<file path="src/rtl/dt1_mem_arbiter.sv">
// Arbitrates one single-port synchronous memory between the fetch and load/store channels.
// Data accesses win unless a pending fetch has watched MAX_D_STREAK data grants in a row.
module dt1_mem_arbiter #(
    parameter int unsigned ADDR_W       = 32,
    parameter int unsigned MAX_D_STREAK = 4,
    parameter int unsigned MEM_WORDS    = 4096
) (
    input  logic                         clk,
    input  logic                         rst,
    input  logic                         i_req,
    input  logic [ADDR_W-1:0]            i_addr,
    output logic                         i_gnt,
    output logic                         i_rvalid,
    output logic [31:0]                  i_rdata,
    input  logic                         d_req,
    input  logic                         d_we,
    input  logic [1:0]                   d_size,
    input  logic [ADDR_W-1:0]            d_addr,
    input  logic [31:0]                  d_wdata,
    input  logic [3:0]                   d_be,
    output logic                         d_gnt,
    output logic                         d_rvalid,
    output logic [31:0]                  d_rdata,
    output logic                         d_err,
    output logic                         mem_en,
    output logic [3:0]                   mem_we,
    output logic [$clog2(MEM_WORDS)-1:0] mem_addr,
    output logic [31:0]                  mem_wdata,
    input  logic [31:0]                  mem_rdata
);

    localparam int unsigned IDX_W = $clog2(MEM_WORDS);
    localparam int unsigned CNT_W = 4;

    typedef enum logic [1:0] {
        TAG_NONE,
        TAG_INSTR,
        TAG_DATA,
        TAG_DATA_ERR
    } tag_e;

    tag_e             tag_q, tag_d;
    logic             store_q, store_d;
    logic [CNT_W-1:0] streak_q, streak_d;
    logic [31:0]      i_hold_q;
    logic [31:0]      d_hold_q;
    logic             d_misalign_c;
    logic             streak_full_c;
    logic             unused_addr_c;

    assign unused_addr_c = ^{i_addr[ADDR_W-1:IDX_W+2], i_addr[1:0], d_addr[ADDR_W-1:IDX_W+2]};

    // Grant selection, memory command and next-state for the response tag and streak
    always_comb begin
        i_gnt     = 1'b0;
        d_gnt     = 1'b0;
        mem_en    = 1'b0;
        mem_we    = 4'h0;
        mem_addr  = '0;
        mem_wdata = 32'h0;
        tag_d     = TAG_NONE;
        store_d   = 1'b0;
        streak_d  = streak_q;

        d_misalign_c  = (d_size == 2'd3) ||
                        ((d_size == 2'd1) && d_addr[0]) ||
                        ((d_size == 2'd2) && (d_addr[1:0] != 2'b00));
        streak_full_c = (streak_q == CNT_W'(MAX_D_STREAK));

        // Grants are forced low while reset is held so nothing leaks onto mem_*
        if (!rst) begin
            d_gnt = d_req && !(streak_full_c && i_req);
            i_gnt = i_req && !d_gnt;
        end

        if (d_gnt) begin
            tag_d = d_misalign_c ? TAG_DATA_ERR : TAG_DATA;
            if (!d_misalign_c) begin
                mem_en   = 1'b1;
                mem_addr = d_addr[IDX_W+1:2];
                store_d  = d_we;
                if (d_we) begin
                    mem_we    = d_be;
                    mem_wdata = d_wdata;
                end
            end
        end else if (i_gnt) begin
            tag_d    = TAG_INSTR;
            mem_en   = 1'b1;
            mem_addr = i_addr[IDX_W+1:2];
        end

        if (!i_req || i_gnt) begin
            streak_d = '0;
        end else if (d_gnt && !streak_full_c) begin
            streak_d = streak_q + CNT_W'(1);
        end
    end

    // Response steering; a channel without a response keeps showing its last word
    always_comb begin
        i_rvalid = (tag_q == TAG_INSTR);
        d_rvalid = (tag_q == TAG_DATA) || (tag_q == TAG_DATA_ERR);
        d_err    = (tag_q == TAG_DATA_ERR);
        i_rdata  = i_rvalid ? mem_rdata : i_hold_q;
        d_rdata  = d_hold_q;
        if (tag_q == TAG_DATA_ERR) begin
            d_rdata = 32'h0;
        end else if (tag_q == TAG_DATA) begin
            d_rdata = store_q ? 32'h0 : mem_rdata;
        end
    end

    always_ff @(posedge clk or posedge rst) begin
        if (rst) begin
            tag_q    <= TAG_NONE;
            store_q  <= 1'b0;
            streak_q <= '0;
            i_hold_q <= 32'h0;
            d_hold_q <= 32'h0;
        end else begin
            tag_q    <= tag_d;
            store_q  <= store_d;
            streak_q <= streak_d;
            i_hold_q <= i_rdata;
            d_hold_q <= d_rdata;
        end
    end

endmodule
</file>
<file path="config.mk">
export PLATFORM = sky130hd
export DESIGN_NAME = dt1_mem_arbiter
export DESIGN_NICKNAME = d
export VERILOG_FILES = /design/src/rtl/dt1_mem_arbiter.sv
export SDC_FILE = /design/constraint.sdc
export NUM_CORES = 1
export LEC_CHECK = 0
export BUFFER_PORTS_ARGS = -buffer_cell sky130_fd_sc_hd__buf_2
export CAP_MARGIN = 10
export CORE_MARGIN = 3
export CORE_UTILIZATION = 35
export CTS_CLUSTER_SIZE = 30
export DETAILED_ROUTE_END_ITERATION = 10
export HOLD_SLACK_MARGIN = 0.06
export PLACE_DENSITY = 0.76
export SLEW_MARGIN = 20
export SYNTH_ARGS = -nofsm -noshare
export SYNTH_HDL_FRONTEND = slang
export SYNTH_SLANG_ARGS = --single-unit
</file>
<file path="constraint.sdc">
create_clock -name clk -period 2.2 [get_ports clk]
set_clock_uncertainty 0.1 [all_clocks]
set_input_delay 0.11 -clock clk [delete_from_list [all_inputs] [get_ports clk]]
set_output_delay 0.11 -clock clk [all_outputs]
set_load 0.02 [all_outputs]
</file>
==> metrics.cfg <==
[finish]
stdcell_count=684
diodes=0
final_nets=713
utilization=0.631
final_area_um2=5560
layout-drive-gt1-share=0.549
syn_to_final_growth_pct=72.8

[grt]
grt_pass1_vias=3310
grt_pass1_wl_um=17200
antenna_found_initial=0
grt_max_degree=38
grtUsageTotal=0.221
grt_overflow=0

[die]
dieHeight_um=102
start_util=0.365
coreArea_um2=8810
num_rows=34
die_width_um=102
dieArea_um2=10400
pin_count=257

[detailed_routing]
wl_per_cell_um=17.8
viasPerCell=4.95
drtIter0Drc=94
wirelength_um=12200
drc_errors=0
dr_total_vias=3386
antenna_left=0
dr.pass1.iters=6

[synth]
synthCells=306
ys.flop_type=dfrtp_1
synth.yosys.seq_area_share=0.553
synth_largest_area_cell=dfrtp_1
synth_edf_count=0
syn_area_um2=3220
synth_top_area_frac=0.553
synth_area_leaders=dfrtp_1, mux2_2, and3_1
synth_warnings=0
synthArstFlopShare=1.00
syn-num-nets=447
syn_area_per_cell_um2=10.5
ys_ff_latch=71
ys_types=31

[power_and_ir_drop]
combPwrFrac=0.321
power_frac_seq=0.412
peakVddDrop_uv=382
internal_power_mw=2.54
pwr_density_cell_nw_per_um2=688
pwr-share-clk=0.267
switching_share=0.336
switching_power_mw=1.28
leakagePower_nw=2.89

[critical_path]
worstSetupPathType=flip-flop to output port
cp.required_ns=1.99
start_kind=flip-flop
cp.arrival_ns=2.03
crit_fanout=13
end_kind=output port

[timing]
tns_ns=-0.830
hold_ws_ns=0.125
setup_ws_ns=-0.0381
hold_viol=0
maxSlewViolCount=0
worst_slew_pin_slew_ns=0.748
period_needed_ns=2.24
setup_viol=42
layout_worst_path_cycle_share=1.02
rsz0062_at_grt=true
fmax_mhz=447
slew_headroom=0.501

[placement]
globalplace.congestion=0.856
port_buffers=218
dpl.cell_count=620
placed_area_um2=4450
dp_hpwl_um=8490

[cts]
cts_max_level=3
cts_tree=done
cts_buffers=9
cts-root-buf=clkbuf_8
clk_latency_ns=0.34
clkSinkCount=71
clockBufferDepth=2
path_clk_slew_ns=0.08

[status]
violations=negative setup slack
status=complete, but fails checks

[min_path]
hold_class=primary input to flip-flop

[job]
maxCapViolCount=0

==> cell usage in the layout (no fill, tap or decap), types with 16 or more instances in the layout <==
cell / synthesis / routed
buf_2: 7 / 169
dfrtp_1: 71 / 71
buf_6: 0 / 46
inv_1: 39 / 38
dlygate4sd3_1: 0 / 38
nand2_1: 35 / 35
o21ai_0: 33 / 33
mux2_2: 32 / 32
and3_4: 0 / 20
buf_4: 1 / 18
and3_1: 36 / 16
==> final timing paths <==
check	from	endpoint	slack (ns)	depth (start not counted)
worst max-delay path	streak_q[1]	mem_wdata[8]	-0.04	8
worst min-delay path	d_size[1]	tag_q[0]	0.12	3
worst max register to register	streak_q[1]	streak_q[1]	0.36	7
worst min register to register	i_hold_q[16]	i_hold_q[16]	0.39	1
max in group asynchronous	rst	d_hold_q[21]	0.90	4
min in group asynchronous	rst	d_hold_q[1]	0.43	3
==> sequential cells by signal (all words and copies together) (netlist names) <==
name and flops:
d_hold_q 32, i_hold_q 32, store_q 1, streak_q 4, tag_q 2
==> power groups by stage <==
| stage | clock (mW) | sequential, mW | combinational, mW |
|---|---|---|---|
| floorplan | 0 | 1.58 | 0.681 |
| global placement | 0 | 1.59 | 1.08 |
| detailed placement | 0 | 1.60 | 1.10 |
| CTS | 1.06 | 1.58 | 1.21 |
| global route | 1.11 | 1.59 | 1.31 |
| finish | 1.02 | 1.58 | 1.23 |
==> metrics by stage <==
step | setup slack (ns) | total power [mW]
after floorplan | 0.0171 | 2.26
final | -0.0381 | 3.82
after global placement | 0.277 | 2.67
after detailed placement | 0.200 | 2.71
after global routing | -0.176 | 4.02
after CTS | -0.0854 | 3.84
==> per-layer routing <==
layer	GRT usage	wire length (um)	part of all wire
met5	0	0	0
met1	0.236	4370	0.36
met3	0.0567	841	0.069
met4	0.110	535	0.044
met2	0.403	6430	0.53
==> worst max-delay path: stages, from the launching register on <==
cell,delay [ns]
dfrtp_1,0.37
inv_1,0.05
ha_2,0.18
and4b_2,0.25
a211oi_4,0.22
buf_6,0.17
buf_12,0.13
and3_1,0.18
buf_4,0.14
==> Yosys cell counts (2+ instances only) <==
master / instances
buf_2: 7
o21ai_0: 33
and3_1: 36
a22o_1: 12
nand3_1: 4
mux2_2: 32
dfrtp_1: 71
nand2b_1: 3
clkbuf_2: 4
ha_1: 2
clkbuf_1: 9
and2_1: 2
inv_1: 39
nand2_1: 35
==> timing repair <==
| action | in CTS | in global routing |
|---|---|---|
| resized for setup | 103 | 19 |
| setup buffers | 6 | 2 |
| hold endpoints to repair | 103 | 0 |
| endpoints found under the setup margin | 49 | 49 |
| hold buffers | 38 | 0 |
| cloned | 1 | 3 |
| pin swaps | 6 | 7 |
==> cell type report <==
| type | count | area, um2 |
|---|---|---|
| sequential | 71 | 1780 |
| timing repair buffer | 276 | 1980 |
| clock inverter | 6 | 61.3 |
| multi-input combinational | 175 | 1330 |
| inverter | 39 | 146 |
| tap | 108 | 135 |
| fill | 704 | 3250 |
| clock buffer | 9 | 124 |
==> kinds of logic after synthesis <==
family / Yosys count / synth area share
buffers and inverters: 60 / 0.0755
AND/OR/NAND/NOR: 88 / 0.146
AO/OA/AOI/OAI: 53 / 0.107
multiplexers: 32 / 0.112
flip-flops: 71 / 0.553
adder cells (fa/ha/maj): 2 / 0.00778
Power figures use the tool's default switching activity.
